$ cat src/rtl/spo2_ratio_calc_if.sv
// Sample/result bus between the calibration front end and spo2_ratio_calc.
// Beat-detector signals exist only when HR_EN is defined.
interface spo2_ratio_calc_if;
  logic        enable;
  logic        sample_valid;
  logic [7:0]  RED_ADC_Value;
  logic [7:0]  IR_ADC_Value;
  logic [9:0]  ratio;
  logic        ratio_valid;
  logic        ratio_err;
  logic        busy;
`ifdef HR_EN
  logic [11:0] beat_period;
  logic        beat_valid;
`endif

  modport master (
    output enable, sample_valid, RED_ADC_Value, IR_ADC_Value,
    input  ratio, ratio_valid, ratio_err, busy
`ifdef HR_EN
    , input beat_period, beat_valid
`endif
  );

  modport slave (
    input  enable, sample_valid, RED_ADC_Value, IR_ADC_Value,
    output ratio, ratio_valid, ratio_err, busy
`ifdef HR_EN
    , output beat_period, beat_valid
`endif
  );
endinterface

$ cat src/rtl/spo2_ratio_calc.sv
// SpO2 ratio-of-ratios R = (AC_red/DC_red)/(AC_ir/DC_ir) in Q2.8 over a sample window.
// Optional IR beat detector (beat_period/beat_valid) is built when HR_EN is defined.
module spo2_ratio_calc #(
  parameter int unsigned WINDOW    = 256,
  parameter int unsigned RATIO_MAX = 1023
) (
  input  logic           CLK,
  input  logic           rst_n,
  spo2_ratio_calc_if.slave bus
);

  typedef enum logic [1:0] {IDLE, MUL, DIV, DONE} state_t;

  state_t      state, state_n;
  logic [11:0] cnt;
  logic [7:0]  red_min, red_max, ir_min, ir_max;
  logic [7:0]  red_min_n, red_max_n, ir_min_n, ir_max_n;
  logic [7:0]  s_red_min, s_red_max, s_ir_min, s_ir_max;
  logic        take, win_done;

  assign take     = bus.enable && bus.sample_valid;
  assign win_done = take && (cnt == 12'(WINDOW - 1));

  // Extremes including the current sample, so the window-closing sample is counted.
  always_comb begin
    red_min_n = (bus.RED_ADC_Value < red_min) ? bus.RED_ADC_Value : red_min;
    red_max_n = (bus.RED_ADC_Value > red_max) ? bus.RED_ADC_Value : red_max;
    ir_min_n  = (bus.IR_ADC_Value  < ir_min)  ? bus.IR_ADC_Value  : ir_min;
    ir_max_n  = (bus.IR_ADC_Value  > ir_max)  ? bus.IR_ADC_Value  : ir_max;
  end

  always_ff @(posedge CLK or negedge rst_n) begin
    if (!rst_n) begin
      red_min <= '1; red_max <= '0; ir_min <= '1; ir_max <= '0;
      cnt <= '0;
      s_red_min <= '0; s_red_max <= '0; s_ir_min <= '0; s_ir_max <= '0;
    end else if (!bus.enable) begin
      red_min <= '1; red_max <= '0; ir_min <= '1; ir_max <= '0;
      cnt <= '0;
    end else if (take) begin
      if (win_done) begin
        s_red_min <= red_min_n; s_red_max <= red_max_n;
        s_ir_min  <= ir_min_n;  s_ir_max  <= ir_max_n;
        red_min <= '1; red_max <= '0; ir_min <= '1; ir_max <= '0;
        cnt <= '0;
      end else begin
        red_min <= red_min_n; red_max <= red_max_n;
        ir_min  <= ir_min_n;  ir_max  <= ir_max_n;
        cnt <= cnt + 12'd1;
      end
    end
  end

  logic [7:0]  ac_r, ac_i, dc_r, dc_i;
  logic [8:0]  sum_r, sum_i;
  logic [23:0] quo;
  logic [15:0] den, rem;
  logic [4:0]  step;
  logic [16:0] rem_sh;
  logic        rem_ge;

  always_comb begin
    ac_r   = s_red_max - s_red_min;
    ac_i   = s_ir_max - s_ir_min;
    sum_r  = {1'b0, s_red_max} + {1'b0, s_red_min};
    sum_i  = {1'b0, s_ir_max} + {1'b0, s_ir_min};
    dc_r   = sum_r[8:1];
    dc_i   = sum_i[8:1];
    rem_sh = {rem, quo[23]};
    rem_ge = rem_sh >= {1'b0, den};
  end

  always_ff @(posedge CLK or negedge rst_n) begin
    if (!rst_n) state <= IDLE;
    else        state <= state_n;
  end

  always_comb begin
    state_n = state;
    if (!bus.enable) begin
      state_n = IDLE;
    end else begin
      case (state)
        IDLE:    if (win_done) state_n = MUL;
        MUL:     state_n = DIV;
        DIV:     if (step == 5'd23) state_n = DONE;
        DONE:    state_n = IDLE;
        default: state_n = IDLE;
      endcase
    end
  end

  assign bus.busy = (state != IDLE);

  // quo holds the dividend and shifts quotient bits in from the LSB (restoring division).
  always_ff @(posedge CLK or negedge rst_n) begin
    if (!rst_n) begin
      quo <= '0; den <= '0; rem <= '0; step <= '0;
      bus.ratio <= '0; bus.ratio_err <= 1'b0; bus.ratio_valid <= 1'b0;
    end else begin
      bus.ratio_valid <= 1'b0;
      if (bus.enable) begin
        case (state)
          MUL: begin
            quo  <= {16'(ac_r) * 16'(dc_i), 8'h00};
            den  <= 16'(ac_i) * 16'(dc_r);
            rem  <= '0;
            step <= '0;
          end
          DIV: begin
            step <= step + 5'd1;
            rem  <= rem_ge ? 16'(rem_sh - {1'b0, den}) : rem_sh[15:0];
            quo  <= {quo[22:0], rem_ge};
          end
          DONE: begin
            bus.ratio_valid <= 1'b1;
            if (den == '0) begin
              bus.ratio     <= 10'(RATIO_MAX);
              bus.ratio_err <= 1'b1;
            end else begin
              bus.ratio     <= (quo > 24'(RATIO_MAX)) ? 10'(RATIO_MAX) : quo[9:0];
              bus.ratio_err <= 1'b0;
            end
          end
          default: ;
        endcase
      end
    end
  end

`ifdef HR_EN
  logic [7:0]  th;
  logic        th_valid, armed, have_first;
  logic [11:0] bcnt;
  logic [8:0]  th_sum;
  logic        above, below;

  always_comb begin
    th_sum = {1'b0, ir_max_n} + {1'b0, ir_min_n};
    above  = {1'b0, bus.IR_ADC_Value} > ({1'b0, th} + 9'd4);
    below  = ({1'b0, bus.IR_ADC_Value} + 9'd4) < {1'b0, th};
  end

  always_ff @(posedge CLK or negedge rst_n) begin
    if (!rst_n) begin
      th <= '0; th_valid <= 1'b0; armed <= 1'b0; have_first <= 1'b0; bcnt <= '0;
      bus.beat_period <= '0; bus.beat_valid <= 1'b0;
    end else if (!bus.enable) begin
      th <= '0; th_valid <= 1'b0; armed <= 1'b0; have_first <= 1'b0; bcnt <= '0;
      bus.beat_valid <= 1'b0;
    end else begin
      bus.beat_valid <= 1'b0;
      if (take && th_valid) begin
        if (armed && above) begin
          armed      <= 1'b0;
          have_first <= 1'b1;
          bcnt       <= '0;
          if (have_first) begin
            bus.beat_period <= bcnt + 12'd1;
            bus.beat_valid  <= 1'b1;
          end
        end else if (bcnt == 12'd4094) begin
          bus.beat_period <= 12'd4095;
          bus.beat_valid  <= 1'b1;
          bcnt <= '0; armed <= 1'b0; have_first <= 1'b0;
        end else begin
          bcnt <= bcnt + 12'd1;
          if (below) armed <= 1'b1;
        end
      end
      if (win_done) begin
        th       <= th_sum[8:1];
        th_valid <= 1'b1;
      end
    end
  end
`endif

endmodule

$ cat src/flat_wrapper.sv
// flat-port wrapper written by rule: the top's interface ports become plain ports
module spo2_ratio_calc_flat 
#(
  parameter int unsigned WINDOW    = 256,
  parameter int unsigned RATIO_MAX = 1023
)
  (CLK, rst_n, bus_enable, bus_sample_valid, bus_RED_ADC_Value, bus_IR_ADC_Value, bus_ratio, bus_ratio_valid, bus_ratio_err, bus_busy);
  spo2_ratio_calc_if bus_i ();
  input  logic CLK;
  input  logic rst_n;
  input wire logic [$bits(bus_i.enable)-1:0] bus_enable;
  input wire logic [$bits(bus_i.sample_valid)-1:0] bus_sample_valid;
  input wire logic [$bits(bus_i.RED_ADC_Value)-1:0] bus_RED_ADC_Value;
  input wire logic [$bits(bus_i.IR_ADC_Value)-1:0] bus_IR_ADC_Value;
  output wire logic [$bits(bus_i.ratio)-1:0] bus_ratio;
  output wire logic [$bits(bus_i.ratio_valid)-1:0] bus_ratio_valid;
  output wire logic [$bits(bus_i.ratio_err)-1:0] bus_ratio_err;
  output wire logic [$bits(bus_i.busy)-1:0] bus_busy;
  assign bus_i.enable = bus_enable;
  assign bus_i.sample_valid = bus_sample_valid;
  assign bus_i.RED_ADC_Value = bus_RED_ADC_Value;
  assign bus_i.IR_ADC_Value = bus_IR_ADC_Value;
  assign bus_ratio = bus_i.ratio;
  assign bus_ratio_valid = bus_i.ratio_valid;
  assign bus_ratio_err = bus_i.ratio_err;
  assign bus_busy = bus_i.busy;
  spo2_ratio_calc #(.WINDOW(WINDOW), .RATIO_MAX(RATIO_MAX)) u_core (.CLK(CLK), .rst_n(rst_n), .bus(bus_i));
endmodule
$ cat config.mk
export PLATFORM = sky130hd
export DESIGN_NAME = spo2_ratio_calc_flat
export DESIGN_NICKNAME = d
export VERILOG_FILES = /design/src/rtl/spo2_ratio_calc_if.sv /design/src/rtl/spo2_ratio_calc.sv /design/src/flat_wrapper.sv
export SDC_FILE = /design/constraint.sdc
export NUM_CORES = 1
export LEC_CHECK = 0
export BUFFER_PORTS_ARGS = -buffer_cell sky130_fd_sc_hd__buf_2
export CAP_MARGIN = 20
export CORE_ASPECT_RATIO = 0.8
export CORE_MARGIN = 4
export CORE_UTILIZATION = 35
export DETAILED_ROUTE_END_ITERATION = 12
export GPL_TIMING_DRIVEN = 1
export PLACE_DENSITY = 0.56
export REMOVE_ABC_BUFFERS = 1
export SETUP_SLACK_MARGIN = 0.5
export SYNTH_ARGS = -nofsm -noshare
export SYNTH_HDL_FRONTEND = slang
export SYNTH_SLANG_ARGS = --single-unit
$ cat constraint.sdc
create_clock -name CLK -period 5.6 [get_ports CLK]
set_input_delay 0.56 -clock CLK [delete_from_list [all_inputs] [get_ports CLK]]
set_output_delay 0.56 -clock CLK [all_outputs]
set_load 0.05 [all_outputs]
* Yosys cells after proc, flatten, opt, wreduce, memory -nomap -nowiden
Cells that the tools add are included.
Word-level totals: word-level logic and storage cells 83, register bits 151, input bits 20
Cells by class: equal/unequal tests 8, reduce and logical (&&, ||, !) cells 11, add/subtract/negate cells 7, magnitude comparators 6, muxes and demuxes 32, multiply operators 2
Operators with widths (number):
- $mux W8 | 16
- $pmux W24 S2 | 1
- $mux W12 | 3
- $mul A8 B8 Y16 | 2
- $pmux W16 S2 | 1
- $gt A24 B10 Y1 const B | 1
- $mux W10 | 2
- $add A8 B8 Y9 | 2
- $ge A17 B16 Y1 | 1
- $gt A8 B8 Y1 | 2
- $logic_not A16 Y1 | 1
- $lt A8 B8 Y1 | 2
- $mux W16 | 1
- $sub A16 B16 Y16 | 1
- $sub A8 B8 Y8 | 2
- $add A12 B1 Y12 const B | 1
- $eq A12 B8 Y1 const B | 1
- $pmux W5 S2 | 1
- $pmux W2 S4 | 1
- $reduce_and A2 Y1 | 4
- $mux W2 | 3
- $ne A3 B2 Y1 const B | 2
- $add A5 B1 Y5 const B | 1
- $eq A5 B5 Y1 const B | 1
- other kinds (8) | 13

* Depth between registers and ports, before layout
word-level depth 5, gate-level depth with buffers 25, depth with buffers taken out 25

* Worst setup path before layout
Ideal clock, no wire load.
path kind register to register, start point register u_core.s_ir_max[0], end point register u_core.quo[20], period minus slack after synthesis 5.981 ns, required time 5.464 ns, cell stages (with the launch flop) 26, arrival time 5.845 ns, slack -0.381 ns, buffers on the path 0, cells stage by stage dfrtp_1 > ha_1 > inv_1 > fa_1 > o21bai_1 > a21oi_1 > o21bai_1 > a21oi_1 > o21bai_1 > a21oi_1 > or2_2 > fa_1 > fa_1 > inv_1 > fa_1 > inv_1 > fa_1 > inv_1 > ha_1 > a2111oi_0 > o21ai_0 > a41oi_1 > xor2_1 > nor2_1 > a21oi_1 > o21ai_0
Between the ends: cells in the longest elaborated chain, start to end 3
Ends and longest elaborated chain:
- from (decl) | RTL line spo2_ratio_calc.sv:18 | logic [7:0] s_red_min, s_red_max, s_ir_min, s_ir_max;
- from (signal assigned) | RTL line spo2_ratio_calc.sv:43 | s_ir_min <= ir_min_n; s_ir_max <= ir_max_n;
- $add A8 B8 Y9 | RTL line spo2_ratio_calc.sv:66 | sum_i = {1'b0, s_ir_max} + {1'b0, s_ir_min};
- $mul A8 B8 Y16 | RTL line spo2_ratio_calc.sv:105 | quo <= {16'(ac_r) * 16'(dc_i), 8'h00};
- $pmux W24 S2 | RTL line spo2_ratio_calc.sv:103 | case (state)
- to (signal assigned) | RTL line spo2_ratio_calc.sv:105
- to (signal assigned) | RTL line spo2_ratio_calc.sv:113 | quo <= {quo[22:0], rem_ge};
- to (decl) | RTL line spo2_ratio_calc.sv:56 | logic [23:0] quo;
No other way between the ends. A chain may end at the register's enable or synchronous reset.

* Worst setup path after layout
start point register u_core.s_red_max[0], end point register u_core.quo[21]
Between the ends: cells in the longest elaborated chain, start to end 3
Ends and longest elaborated chain:
- from (decl) | RTL line spo2_ratio_calc.sv:18
- from (signal assigned) | RTL line spo2_ratio_calc.sv:42 | s_red_min <= red_min_n; s_red_max <= red_max_n;
- $sub A8 B8 Y8 | RTL line spo2_ratio_calc.sv:63 | ac_r = s_red_max - s_red_min;
- $mul A8 B8 Y16 | RTL line spo2_ratio_calc.sv:105
- $pmux W24 S2 | RTL line spo2_ratio_calc.sv:103
No other way between the ends.

==> impl_metrics.csv <==
group,metric,value,unit
run_status,status,"finished with violations",
run_status,failed_checks,"setup timing",
worst_setup_path,path_max_fanout,4,
final_layout,layout-drive-gt1-share,0.2093,
die,start_util,0.3552,
timing,skew,0.01569,ns
grt,antenna_found_initial,0,
timing,setup_viol,2,
worst_setup_path,path_class,"register to register",
routing,dr.pass1.iters,5,
synthesis,synth_common_cells,"inv_1 (190), ha_1 (154), nor2_1 (136)",
placed_design,port_buffers,32,
die,pin_count,33,
synthesis,ys_ff_latch,151,
grt,grt_util_met3,0.02683,
synthesis,synth_top_area_cell,"dfrtp_1",
timing,fin_crit_sh,1.010,
timing,hold_viol_final,0,
flow_run,max_cap_viol_count,0,
synthesis,yosysWarnings,0,
grt,track_usage,0.1535,
timing,max_freq,176.7,MHz
placed_design,dp_hpwl,23.04,mm
final_layout,finalInstanceArea,0.01593,mm^2
routing,vias_per_cell,4.918,
placed_design,gp_congestion,0.8638,
power,peakVddDrop,0.0001597,V
hold_path,holdCritStartpoint,"bus_RED_ADC_Value[0]",
worst_setup_path,required,5.93,ns
power,leakage,7.680,nW
synthesis,syn_area,0.01316,mm^2
timing,setup_ws,-0.05830,ns
synthesis,synth.most_common_cell,"inv_1",
routing,drt-initial-drc-count,581,
synthesis,netlist_top_cells_area,"dfrtp_1 (26%), ha_1 (15%), fa_1 (12%)",
die,rows,63,
timing,layout_min_cycle_time,5.658,ns
worst_setup_path,cp-end-kind,"register",
grt,met1_usage,0.2249,
worst_setup_path,reg2reg_depth,28,
timing,rsz0062_at_grt,"true",
synthesis,synth_area_per_cell,9.031,um^2
final_layout,antennaDiodeCount,0,
synthesis,ys_seq_area_frac,0.2887,
grt,grt_pass1_wl,52.10,mm
routing,drc_errors,0,
routing,wl,30.62,mm
worst_setup_path,crit_start,"u_core.s_red_max[0]$_DFFE_PN0P_",
final_layout,nFillCells,3623,
routing,wl_per_cell,14.60,um
worst_setup_path,cp-start-kind,"register",
routing,ant_nets,0,
worst_setup_path,crit_arrival,5.99,ns
synthesis,synth_ff_type,"dfrtp_1",
timing,whs,0.4222,ns
worst_setup_path,timing.rr.start,"u_core.s_red_max[0]$_DFFE_PN0P_",
timing,setup-tns-final,-0.1070,ns
timing,tightest_slew,1.071,ns
final_layout,final_cells,2097,
timing,maxSlewViolCount,0,
clock_tree,cts_buffer_depth,2,
routing,num_vias,10310,
clock_tree,cts-root-buf,"clkbuf_16",
worst_setup_path,slowest_stage,"fa_1",
worst_setup_path,max_stage_delay,0.53,ns
die,design.core.area,0.03705,mm^2
final_layout,area_growth,21.07,%
placed_design,dp.cells,2041,
synthesis,synth_top_area_share,0.2568,
grt,gr-max-usage-layer,"met2",
synthesis,async_flop_share,1.000,
hold_path,worstHoldPathType,"input pin to register",
grt,grt_pass1_vias,10430,
clock_tree,insertion_delay,0.45,ns
clock_tree,path_clk_slew,0.07,ns
die,die_width,224.8,um
clock_tree,numCtsBuffers,17,
power,power.density,159.7,mW/mm^2
clock_tree,cts_tree,"done",
grt,grt_max_degree,109,
grt,grt_use_met2,0.2376,
clock_tree,cts_htree_levels,4,
die,dieHeight,181.4,um
synthesis,synthDistinctLibCells,65,
hold_path,hold_depth,2,
placed_design,dpl-instance-area,0.01458,mm^2
final_layout,final_nets,1848,
synthesis,synth-edff-count,0,
grt,grt_overflow,0,
clock_tree,cts_sinks,151,
die,die_area,0.04078,mm^2
timing,relSlewSlack,0.2858,
synthesis,syn_inst,1457,
[state kept, by name, summed over array words and instances (netlist names)]
register,flops
u_core.rem,16
u_core.s_red_min,8
u_core.bus.ratio_valid,1
u_core.s_ir_min,8
u_core.step,5
u_core.den,16
u_core.quo,24
u_core.ir_max,8
u_core.state,2
u_core.red_min,8
u_core.ir_min,8
u_core.s_red_max,8
u_core.s_ir_max,8
u_core.red_max,8
u_core.bus.ratio_err,1
u_core.bus.ratio,10
u_core.cnt,12
[layer usage]
metal  vias up  wire, um
met5         -         0
met4         0       292
met3        19       980
met2       155     13760
met1      4910     15590
li1       5228         -
[final cells by class]
class                           count  area (um^2)  share of cell area
Clock buffer                       19        452.9             0.02843
Clock inverter                     13        170.2             0.01068
Inverter                          190        713.2             0.04477
Multi-Input combinational cell   1073         8969              0.5630
Sequential cell                   151         3799              0.2385
Tap cell                          487        609.3             0.03825
Timing Repair Buffer              164         1217             0.07642
[worst max-delay path, delay by kind of cell (launching register included)]
kind	cells	cell delay, ns
adder cells (fa/ha/maj)	7	2.62
AO/OA/AOI/OAI	7	1.16
buffers and inverters	8	0.81
flip-flops	1	0.39
XOR/XNOR	2	0.29
AND/OR/NAND/NOR	4	0.28
[path summary, 6_finish.rpt]
check	to	slack (ns)
max	u_core.quo[21]$_DFFE_PN0P_	-0.06
min	u_core.red_max[0]$_DFFE_PN0P_	0.42
max reg2reg	u_core.quo[21]$_DFFE_PN0P_	-0.06
min reg2reg	u_core.s_ir_min[7]$_DFFE_PN0P_	0.49
max in group asynchronous	u_core.ir_max[1]$_DFFE_PN0P_	3.71
min in group asynchronous	u_core.bus.ratio[3]$_DFFE_PN0P_	0.53
[logic make-up (layout without fill, tap and decap cells)]
logic type	after synthesis	in the layout	share of synthesized area
AOI/OAI and AO/OA	328	328	0.1630
xor gates and xnor gates	54	54	0.03594
adders and majority gates	231	231	0.2636
buffers and inverters	233	386	0.06694
DFF	151	151	0.2887
muxes	52	52	0.03994
and+or+nand+nor	408	408	0.1419
[power by group]
group	switching (mW)	leakage [nW]	internal [mW]
logic	0.116	5.35	0.0789
clock network	0.492	0.296	0.728
registers	0.0149	2.04	1.12
total	0.622	7.68	1.92
[placed cells by master, fill, tap and decap left out, drive strengths merged, types with 4 or more instances in the layout]
master   netlist  final
fa            77     77
clkbuf        34     19
inv          190    192
nand3         17     17
nand2b        14     14
o31a           4      4
o211ai         4      4
nor4           8      8
clkinv         0      5
a2bb2oi        4      4
nor2b         14     14
or3            6      6
a22o          23     23
o21a          16     16
nand2        125    125
buf            9    163
xnor2         36     36
o22a          26     26
nor3          21     21
o21bai        14     14
dfstp         16     16
o21ai        111    111
o31ai          7      7
mux2i         48     48
a31oi          6      6
and3          11     11
a2111oi        4      4
a21oi         67     67
xor2          18     18
nand4         17     17
a21o          19     19
and2           6      6
dfrtp        135    135
mux2           4      4
ha           154    154
or2           30     30
nor2         136    136
[stage by stage]
step | power (mW) | utilization | worst slack [ns]
final | 2.545 | 0.4300 | -0.05830
after detailed placement | 1.341 | 0.3935 | -0.7109
after CTS | 2.573 | 0.4215 | -0.05718
after global placement | 1.337 | 0.3935 | -0.6931
after floorplan | 1.261 | - | -0.4468
after global routing | 2.656 | 0.4300 | -0.3502
[what timing repair did]
action	in CTS	in global routing
endpoints found under the hold margin	0	22
endpoints found under the setup margin	19	19
pin swaps	86	43
hold buffers	0	1
buffers inserted	12	8
resized for setup	84	49
No activity file was read; power rests on OpenSTA's default activity.
